**config.mk**
```make
export PLATFORM = sky130hd
export DESIGN_NAME = spad_frame_sequencer
export DESIGN_NICKNAME = d
export VERILOG_FILES = /design/src/rtl/spad_frame_sequencer.sv
export SDC_FILE = /design/constraint.sdc
export NUM_CORES = 1
export LEC_CHECK = 0
export BUFFER_PORTS_ARGS = -buffer_cell sky130_fd_sc_hd__buf_4
export CORE_ASPECT_RATIO = 1.75
export CORE_UTILIZATION = 50
export DETAILED_ROUTE_END_ITERATION = 16
export GPL_TIMING_DRIVEN = 1
export HOLD_SLACK_MARGIN = 0.05
export PLACE_DENSITY = 0.77
export RECOVER_POWER = 100
export SYNTH_ARGS = -nofsm -noshare
export SYNTH_HDL_FRONTEND = slang
export SYNTH_SLANG_ARGS = --single-unit
```
**constraint.sdc**
```tcl
create_clock -name clk -period 2.7 [get_ports clk]
set_input_delay 0.54 -clock clk [delete_from_list [all_inputs] [get_ports clk]]
set_output_delay 0.54 -clock clk [all_outputs]
set_load 0.01 [all_outputs]
```
**src/rtl/spad_frame_sequencer.sv**
```systemverilog
// SPAD frame sequencer: exposure/readout control, 32-pixel word packing, output word FIFO.
// Define SPAD_FRAME_SEQ_HEADER_EN to prepend a {16'hA5A5, frame_count} header word to every frame.
module spad_frame_sequencer #(
  parameter int unsigned FIFO_DEPTH = 4
) (
  input  logic        clk,
  input  logic        resetn,
  input  logic        start,
  input  logic        continuous,
  input  logic [15:0] expose_cycles,
  output logic        ReadData,
  input  logic        ReadEnable,
  input  logic        HighLowRows,
  input  logic [2:0]  RowSelect,
  input  logic [5:0]  ColSelect,
  input  logic        pixel_in,
  output logic [31:0] m_data,
  output logic        m_valid,
  input  logic        m_ready,
  output logic        m_last,
  output logic        busy,
  output logic        overflow,
  output logic [15:0] frame_count
);

  localparam int unsigned AW    = (FIFO_DEPTH > 1) ? $clog2(FIFO_DEPTH) : 1;
  localparam int unsigned CW    = AW + 1;
  localparam int unsigned PIX_W = 10;
  localparam int unsigned WORD_W = 32;
  localparam int unsigned ENT_W = WORD_W + 1;
`ifdef SPAD_FRAME_SEQ_HEADER_EN
  localparam logic [15:0] HDR_TAG = 16'hA5A5;
`endif

  typedef enum logic [1:0] {
    S_IDLE,
    S_EXPOSE,
    S_READOUT
  } state_t;

  state_t r_state;
  state_t w_state_nxt;

  logic [15:0]        r_exp_cnt;
  logic [PIX_W-1:0]   r_pix_cnt;
  logic [WORD_W-1:0]  r_word;
  logic               r_acc;
  logic               r_re_d;
  logic               r_frame_done;
  logic               r_wr_pend;
  logic [WORD_W-1:0]  r_wr_data;
  logic               r_wr_last;
  logic [ENT_W-1:0]   r_mem [FIFO_DEPTH];
  logic [AW-1:0]      r_wr_ptr;
  logic [AW-1:0]      r_rd_ptr;
  logic [CW-1:0]      r_count;
  logic               r_overflow;
  logic [15:0]        r_frame_count;
  logic               r_read_data;

  logic w_start_frame;
  logic w_enter_expose;
  logic w_enter_readout;
  logic w_exit_readout;
  logic w_commit;
  logic w_word_done;
  logic w_fifo_full;
  logic w_fifo_wr;
  logic w_fifo_rd;
  logic w_unused_rm;

  // Row/column addressing belongs to the read manager; only its enable/data matter here.
  assign w_unused_rm = ^{HighLowRows, RowSelect, ColSelect};

  // Next-state and transition strobes
  always_comb begin
    w_state_nxt     = r_state;
    w_start_frame   = 1'b0;
    w_enter_expose  = 1'b0;
    w_enter_readout = 1'b0;
    w_exit_readout  = 1'b0;
    case (r_state)
      S_IDLE: begin
        if (start || continuous) begin
          w_state_nxt    = S_EXPOSE;
          w_start_frame  = 1'b1;
          w_enter_expose = 1'b1;
        end
      end
      S_EXPOSE: begin
        if (r_exp_cnt == 16'd0) begin
          w_state_nxt     = S_READOUT;
          w_enter_readout = 1'b1;
        end
      end
      S_READOUT: begin
        if (r_frame_done) begin
          w_exit_readout = 1'b1;
          if (continuous) begin
            w_state_nxt    = S_EXPOSE;
            w_enter_expose = 1'b1;
          end else begin
            w_state_nxt = S_IDLE;
          end
        end
      end
      default: w_state_nxt = S_IDLE;
    endcase
  end

  // A pixel commits on the falling edge of a ReadEnable phase; none after the 1024th.
  assign w_commit    = (r_state == S_READOUT) && r_re_d && !ReadEnable && !r_frame_done;
  assign w_word_done = w_commit && (&r_pix_cnt[4:0]);

  // Full is judged before any same-cycle read, so a write into a full FIFO always drops.
  assign w_fifo_full = (r_count == CW'(FIFO_DEPTH));
  assign w_fifo_wr   = r_wr_pend && !w_fifo_full;
  assign w_fifo_rd   = (r_count != '0) && m_ready;

  always_ff @(posedge clk or negedge resetn) begin
    if (!resetn) begin
      r_state     <= S_IDLE;
      r_read_data <= 1'b0;
    end else begin
      r_state     <= w_state_nxt;
      r_read_data <= (w_state_nxt == S_READOUT);
    end
  end

  // Exposure length latched on entry; zero behaves as one clock.
  always_ff @(posedge clk or negedge resetn) begin
    if (!resetn) begin
      r_exp_cnt <= 16'd0;
    end else if (w_enter_expose) begin
      r_exp_cnt <= (expose_cycles == 16'd0) ? 16'd0 : (expose_cycles - 16'd1);
    end else if ((r_state == S_EXPOSE) && (r_exp_cnt != 16'd0)) begin
      r_exp_cnt <= r_exp_cnt - 16'd1;
    end
  end

  // Pixel accumulation and LSB-first word packing
  always_ff @(posedge clk or negedge resetn) begin
    if (!resetn) begin
      r_acc        <= 1'b0;
      r_re_d       <= 1'b0;
      r_pix_cnt    <= '0;
      r_word       <= '0;
      r_frame_done <= 1'b0;
    end else if (w_enter_readout) begin
      r_acc        <= 1'b0;
      r_re_d       <= 1'b0;
      r_pix_cnt    <= '0;
      r_word       <= '0;
      r_frame_done <= 1'b0;
    end else if (r_state == S_READOUT) begin
      r_re_d <= ReadEnable;
      r_acc  <= ReadEnable & (r_acc | pixel_in);
      if (w_commit) begin
        r_word[r_pix_cnt[4:0]] <= r_acc;
        r_pix_cnt              <= r_pix_cnt + PIX_W'(1);
        if (&r_pix_cnt) begin
          r_frame_done <= 1'b1;
        end
      end
    end else begin
      r_re_d <= 1'b0;
      r_acc  <= 1'b0;
    end
  end

  // One-deep write stage: completed words reach the FIFO on the following edge.
  always_ff @(posedge clk or negedge resetn) begin
    if (!resetn) begin
      r_wr_pend <= 1'b0;
      r_wr_data <= '0;
      r_wr_last <= 1'b0;
    end else begin
      r_wr_pend <= 1'b0;
`ifdef SPAD_FRAME_SEQ_HEADER_EN
      if (w_enter_readout) begin
        r_wr_pend <= 1'b1;
        r_wr_data <= {HDR_TAG, r_frame_count};
        r_wr_last <= 1'b0;
      end
`endif
      if (w_word_done) begin
        r_wr_pend <= 1'b1;
        r_wr_data <= {r_acc, r_word[WORD_W-2:0]};
        r_wr_last <= &r_pix_cnt[PIX_W-1:5];
      end
    end
  end

  // Output FIFO
  always_ff @(posedge clk or negedge resetn) begin
    if (!resetn) begin
      for (int unsigned i = 0; i < FIFO_DEPTH; i++) begin
        r_mem[i] <= '0;
      end
      r_wr_ptr <= '0;
      r_rd_ptr <= '0;
      r_count  <= '0;
    end else begin
      if (w_fifo_wr) begin
        r_mem[r_wr_ptr] <= {r_wr_last, r_wr_data};
        r_wr_ptr        <= r_wr_ptr + AW'(1);
      end
      if (w_fifo_rd) begin
        r_rd_ptr <= r_rd_ptr + AW'(1);
      end
      case ({w_fifo_wr, w_fifo_rd})
        2'b10:   r_count <= r_count + CW'(1);
        2'b01:   r_count <= r_count - CW'(1);
        default: r_count <= r_count;
      endcase
    end
  end

  // Sticky drop flag and frame counter
  always_ff @(posedge clk or negedge resetn) begin
    if (!resetn) begin
      r_overflow    <= 1'b0;
      r_frame_count <= 16'd0;
    end else begin
      if (w_start_frame) begin
        r_overflow <= 1'b0;
      end else if (r_wr_pend && w_fifo_full) begin
        r_overflow <= 1'b1;
      end
      if (w_exit_readout) begin
        r_frame_count <= r_frame_count + 16'd1;
      end
    end
  end

  assign ReadData    = r_read_data;
  assign m_valid     = (r_count != '0);
  assign m_data      = r_mem[r_rd_ptr][WORD_W-1:0];
  assign m_last      = r_mem[r_rd_ptr][WORD_W];
  assign busy        = (r_state != S_IDLE) || (r_count != '0);
  assign overflow    = r_overflow;
  assign frame_count = r_frame_count;

endmodule
```
==> results of run 1 <==
==> power by group through the flow <==
| stage | Sequential, mW | Clock, mW | Combinational [mW] |
|---|---|---|---|
| finish | 4.26 | 3.36 | 1.39 |
| floorplan | 4.18 | 0 | 1.01 |
| global placement | 4.31 | 0 | 1.42 |
| global route | 4.29 | 3.57 | 1.54 |
| detailed placement | 4.32 | 0 | 1.45 |
| CTS | 4.26 | 3.43 | 1.46 |
==> registers in the layout, summed over array words and instances (netlist names), 2 cells and up <==
register     cells
r_exp_cnt       16
r_wr_ptr         2
r_wr_data       32
frame_count     16
r_state          2
r_word          31
r_count          3
r_pix_cnt       10
r_rd_ptr         2
r_mem          132
==> per-layer routing <==
layer	share of wire	vias to the layer above	track usage
li1	-	3439	-
met1	0.39	3748	0.237
met2	0.57	110	0.392
met3	0.026	37	0.0215
met4	0.023	0	0.0579
met5	0	-	0
==> per-stage QoR <==
stage | cell area [um^2] | cells | utilization
6_report | 13300 | 1314 | 0.583
5_1_grt | 13300 | 1314 | 0.583
4_1_cts | 13500 | 1314 | 0.592
3_5_place_dp | 12700 | 1271 | 0.557
3_3_place_gp | 12700 | 1271 | 0.557
2_1_floorplan | 11600 | 906 | -
==> cell families (layout without fill, tap and decap cells) <==
logic type,count (synthesis),in the layout,synth area share
compound gates,82,82,0.0451
xor+xnor,45,45,0.0341
fa+ha+maj,14,14,0.0158
buf+inv,68,176,0.0238
flops,253,253,0.548
mux,206,206,0.232
simple gates,238,238,0.101
==> layout make-up <==
type | instances | area (um^2)
clock buffers | 34 | 689
well taps | 300 | 375
multi-input cells | 585 | 4950
clock inverters | 8 | 93.8
repair buffers | 114 | 736
inverters | 20 | 75.1
fillers | 1850 | 9490
flip-flops and latches | 253 | 6330
==> worst max-delay path by stage <==
| stage | from | endpoint | depth (start not counted) |
|---|---|---|---|
| final | r_rd_ptr[0] | m_data[18] | 3 |
| after global routing | r_exp_cnt[1] | r_word[16] | 8 |
| after CTS | r_rd_ptr[0] | m_data[18] | 3 |
| after detailed placement | expose_cycles[0] | r_exp_cnt[5] | 9 |
| after global placement | expose_cycles[0] | r_exp_cnt[2] | 9 |
| after floorplan | expose_cycles[0] | r_exp_cnt[7] | 8 |
==> layout by cell type (no fill, tap or decap), types with 4 or more instances in the layout <==
cell type / netlist / routed
ha_1: 13 / 13
a21oi_1: 34 / 35
o221a_1: 4 / 4
buf_4: 0 / 56
mux2_2: 165 / 165
clkinv_2: 0 / 5
dfrtp_1: 253 / 252
a211oi_1: 4 / 4
clkbuf_1: 29 / 45
mux4_2: 33 / 33
o22ai_1: 6 / 6
nor3_1: 17 / 17
xor2_1: 19 / 19
mux2i_1: 8 / 8
nand3_1: 41 / 41
a31oi_1: 6 / 6
buf_12: 0 / 4
o21ai_0: 9 / 9
inv_1: 20 / 20
clkbuf_16: 0 / 25
and3b_1: 4 / 4
nand4_1: 7 / 7
nand2_1: 83 / 83
xnor2_1: 26 / 26
nor4_1: 6 / 6
or3_1: 5 / 5
clkbuf_2: 1 / 11
nor3b_1: 6 / 6
nor2_1: 40 / 40
and3_1: 4 / 4
==> what timing repair did <==
item | 4_1_cts | 5_1_grt
hold endpoints to repair | 69 | 0
hold buffers | 1 | 0
endpoints found under the setup margin | 27 | 0
resized for setup | 1 | 0
==> impl_metrics.py, run 1 <==
metrics = {
    "grt": {
        "antenna_found_initial": 0,
        "grt_pass1_wl_um": 38700,
        "track_usage": 0.206,
        "grt_max_degree": 75,
        "overflow": 0,
        "grt_pass1_vias": 7898,
    },
    "floorplan": {
        "die_h_um": 203,
        "initial_core_util": 0.508,
        "die_width_um": 117,
        "rows": 73,
        "die_area_mm2": 0.0237,
        "ios": 86,
        "core-area_mm2": 0.0227,
    },
    "timing": {
        "fin_hold_ws_ns": 0.241,
        "relSlewSlack": -0.158,
        "worst_pin_slew_ns": 1.74,
        "skew_ns": 0.00947,
        "setup_viol": 0,
        "finalCritPeriodShare": 0.968,
        "hold_viol": 0,
        "period_needed_ns": 2.61,
        "setup_ws_ns": 0.0874,
        "rsz0062_at_grt": "no",
        "clock.fmax_mhz": 383,
        "slew_violations": 73,
        "tns_ns": 0,
    },
    "yosys": {
        "ys_ff_latch": 253,
        "synth_commonest_cells": "dfrtp_1, mux2_2, nand2_1",
        "synth_area_leader_cell": "dfrtp_1",
        "synth_edf_count": 0,
        "ys.flop_type": "dfrtp_1",
        "synthDistinctLibCells": 61,
        "ys_top_cells_by_area": "dfrtp_1, mux2_2, mux4_2",
        "synth_area_mm2": 0.0116,
        "synth.top_cell.area_share": 0.548,
        "syn_nets": 953,
        "yosysWarningCount": 0,
        "netlist_instances": 906,
        "avgSynthCellArea_um2": 12.8,
        "yosys.cell_count.top_type": "dfrtp_1",
        "async_reset_ff_frac": 1.00,
        "synth_seq_area_share": 0.548,
    },
    "min_path": {
        "worst_hold_path.endpoint": "r_exp_cnt[0]",
        "hp-class": "primary input to register",
        "hold-path-cell-count": 2,
        "hp-start": "expose_cycles[0]",
    },
    "placed_design": {
        "hpwl_um": 15100,
        "portBuffers": 75,
        "place.gp.congestion": 0.818,
        "dp_slack_ns": 0.258,
    },
    "setup_path": {
        "critPathMaxFanout": 18,
        "cp.required_ns": 2.16,
        "cp_top_family": "flip-flops",
        "crit_buf_inv": 2,
        "path_class": "register to primary output",
        "crit_chain": "buf_4 > mux4_2 > clkbuf_1",
        "cp_slowest_cell": "dfrtp_4",
        "cp_slowest_stage_delay_ns": 0.65,
        "ff2ff_setup_slack_ns": 0.16,
        "endpoint_kind": "primary output",
        "rr_startpoint": "r_count[0]",
        "r2r-end": "r_mem[52]",
        "r2r_cells": 5,
        "cp-start-kind": "register",
        "arrival_ns": 2.07,
    },
    "pwr": {
        "total_power_mw": 9.01,
        "netSwitchingFraction": 0.264,
        "seq_power_share": 0.472,
        "p_int_mw": 6.63,
        "powerDensity_mw_per_mm2": 680,
        "switching_power_mw": 2.38,
        "leakage_nw": 6.30,
        "power.share.combinational": 0.154,
        "p_clk_frac": 0.373,
        "ir_drop_mv": 0.436,
    },
    "layout": {
        "antenna-diode-count": 0,
        "drive_above_1_share": 0.313,
        "nets": 1045,
        "area_growth_pct": 14.7,
    },
    "clock_network": {
        "clockRootBuffer": "clkbuf_16",
        "cts_buffers": 24,
        "cts_tree": "done",
        "clockBufferDepth": 3,
        "cts_max_level": 1,
        "clk_latency_ns": 0.52,
        "clk_pin_slew_ns": 0.06,
        "post-cts-setup-buffers": 0,
        "clock_sinks": 253,
    },
    "status": {
        "violations": "capacitance limit, slew limit",
        "status": "finished with violations",
    },
    "drt": {
        "antenna_left": 0,
        "viasPerCell": 5.58,
        "wl_per_cell_um": 17.3,
        "via_count": 7334,
        "drc": 0,
        "first_iter_violations": 360,
        "drt_pass1_iterations": 5,
        "routed_wl_um": 22800,
    },
    "flow_run": {
        "cap_violations": 1,
    },
}
(Power assumes the default switching activity.)
==> run 2: changes to the inputs <==
- REMOVE_ABC_BUFFERS: unset -> 1
==> impl_metrics.py, run 2 (synthesis gave the netlist of run 1 again) <==
metrics = {
    "status": {
        "status": "finished with violations",
        "violations": "capacitance limit, slew limit",
    },
    "layout": {
        "area_growth_pct": 13.6,
        "largest_register": "r_mem",
        "antenna-diode-count": 0,
        "reg_top3": "r_mem (132), r_wr_data (32), r_word (31)",
        "drive_above_1_share": 0.293,
        "num-fill-cells": 1828,
        "nets": 1039,
        "largest_reg_flops": 132,
        "stdcell_count": 1307,
        "final_common_cell": "dfrtp_1",
        "post-route-util": 0.577,
        "layout_common_cells": "dfrtp_1, mux2_2, nand2_1",
    },
    "placed_design": {
        "dp_slack_ns": 0.219,
        "dpl.cell_count": 1266,
        "portBuffers": 75,
        "hpwl_um": 14800,
        "place.gp.congestion": 0.821,
    },
    "timing": {
        "rsz0062_at_grt": "no",
        "hold_viol": 0,
        "setup_ws_ns": 0.235,
        "period_needed_ns": 2.46,
        "slew_violations": 63,
        "worst_pin_slew_ns": 1.58,
        "relSlewSlack": -0.0512,
        "clock.fmax_mhz": 406,
        "skew_ns": 0.00796,
        "finalCritPeriodShare": 0.913,
        "setup_viol": 0,
    },
    "min_path": {
        "hp-class": "primary input to register",
    },
    "setup_path": {
        "cp-start-kind": "register",
        "arrival_ns": 1.92,
        "path_class": "register to primary output",
        "cp_slowest_cell": "mux4_2",
        "cp.required_ns": 2.16,
        "cp_top_family": "multiplexers",
        "cp_slowest_stage_delay_ns": 0.58,
        "ff2ff_setup_slack_ns": 0.24,
        "crit_chain": "buf_12 > mux4_2 > clkbuf_1",
        "crit_buf_inv": 2,
        "endpoint_kind": "primary output",
        "critPathMaxFanout": 35,
    },
    "clock_network": {
        "clockBufferDepth": 3,
        "cts_tree": "done",
        "clockRootBuffer": "clkbuf_16",
        "clk_latency_ns": 0.50,
        "clk_pin_slew_ns": 0.07,
        "clock_sinks": 253,
        "cts_max_level": 1,
        "cts_buffers": 23,
        "cts_resized": 0,
    },
    "drt": {
        "wl_per_cell_um": 17.4,
        "drc": 0,
        "viasPerCell": 5.58,
        "antenna_left": 0,
        "via_count": 7294,
        "routed_wl_um": 22700,
        "drt_pass1_iterations": 4,
        "first_iter_violations": 383,
    },
    "pwr": {
        "ir_drop_mv": 0.596,
        "leakage_nw": 6.18,
        "total_power_mw": 8.81,
        "powerDensity_mw_per_mm2": 671,
    },
    "floorplan": {
        "initial_core_util": 0.508,
        "ios": 86,
        "core-area_mm2": 0.0227,
        "rows": 73,
        "die_width_um": 117,
        "die_h_um": 203,
        "die_area_mm2": 0.0237,
    },
    "flow_run": {
        "cap_violations": 1,
    },
    "grt": {
        "grt_max_degree": 65,
        "overflow": 0,
        "grt_pass1_vias": 7510,
        "grt_pass1_wl_um": 37800,
        "antenna_found_initial": 0,
        "track_usage": 0.202,
    },
}
==> run 2: layer usage <==
layer  GRT usage  wire (um)  vias up
li1            -          -     3422
met1       0.249       9000     3735
met2       0.365      12600      109
met3      0.0233        625       28
met4      0.0628        502        0
met5           0          0        -
==> run 2: through the flow <==
step / cell area (um^2) / setup TNS, ns / hold slack (ns)
CTS: 13400 / 0 / 0.248
global route: 13100 / 0 / 0.250
finish: 13100 / 0 / 0.257
global placement: 12600 / 0 / 0.460
floorplan: 11400 / -12.60 / 0.244
detailed placement: 12600 / 0 / 0.461
==> run 2: cell type report <==
class                           instances  area, um^2  area share
Clock inverter                          9         113     0.00858
Clock buffer                           31         646      0.0492
Timing Repair Buffer                  109         639      0.0487
Sequential cell                       253        6330       0.483
Multi-Input combinational cell        585        4940       0.377
Tap cell                              300         375      0.0286
Inverter                               20        75.1     0.00572
==> run 2: what timing repair did <==
action	4_1_cts	5_1_grt
endpoints found under the hold margin	59	0
hold buffers	1	0
buffers inserted	0	0
==> run 2: path summary, 6_finish.rpt <==
check	start	end	cells after the start
worst max-delay path	r_rd_ptr[0]	m_data[13]	3
worst min-delay path	pixel_in	r_acc	2
worst max register to register	r_exp_cnt[11]	r_exp_cnt[7]	5
worst min register to register	frame_count[15]	frame_count[15]	1
max in group asynchronous	resetn	frame_count[9]	3
min in group asynchronous	resetn	r_mem[86]	2
==> run 2: power breakdown <==
group | switching, mW | total (mW) | internal, mW
clock | 1.38 | 3.26 | 1.88
combinational | 0.763 | 1.38 | 0.618
sequential | 0.211 | 4.17 | 3.96
total | 2.36 | 8.81 | 6.46
==> run 2: worst reg2reg max path, cell delays in order (launching register included) <==
cell,delay (ns)
dfrtp_1,0.42
or4_1,0.67
nor4_4,0.38
a21oi_1,0.13
or2_0,0.41
o221a_1,0.33
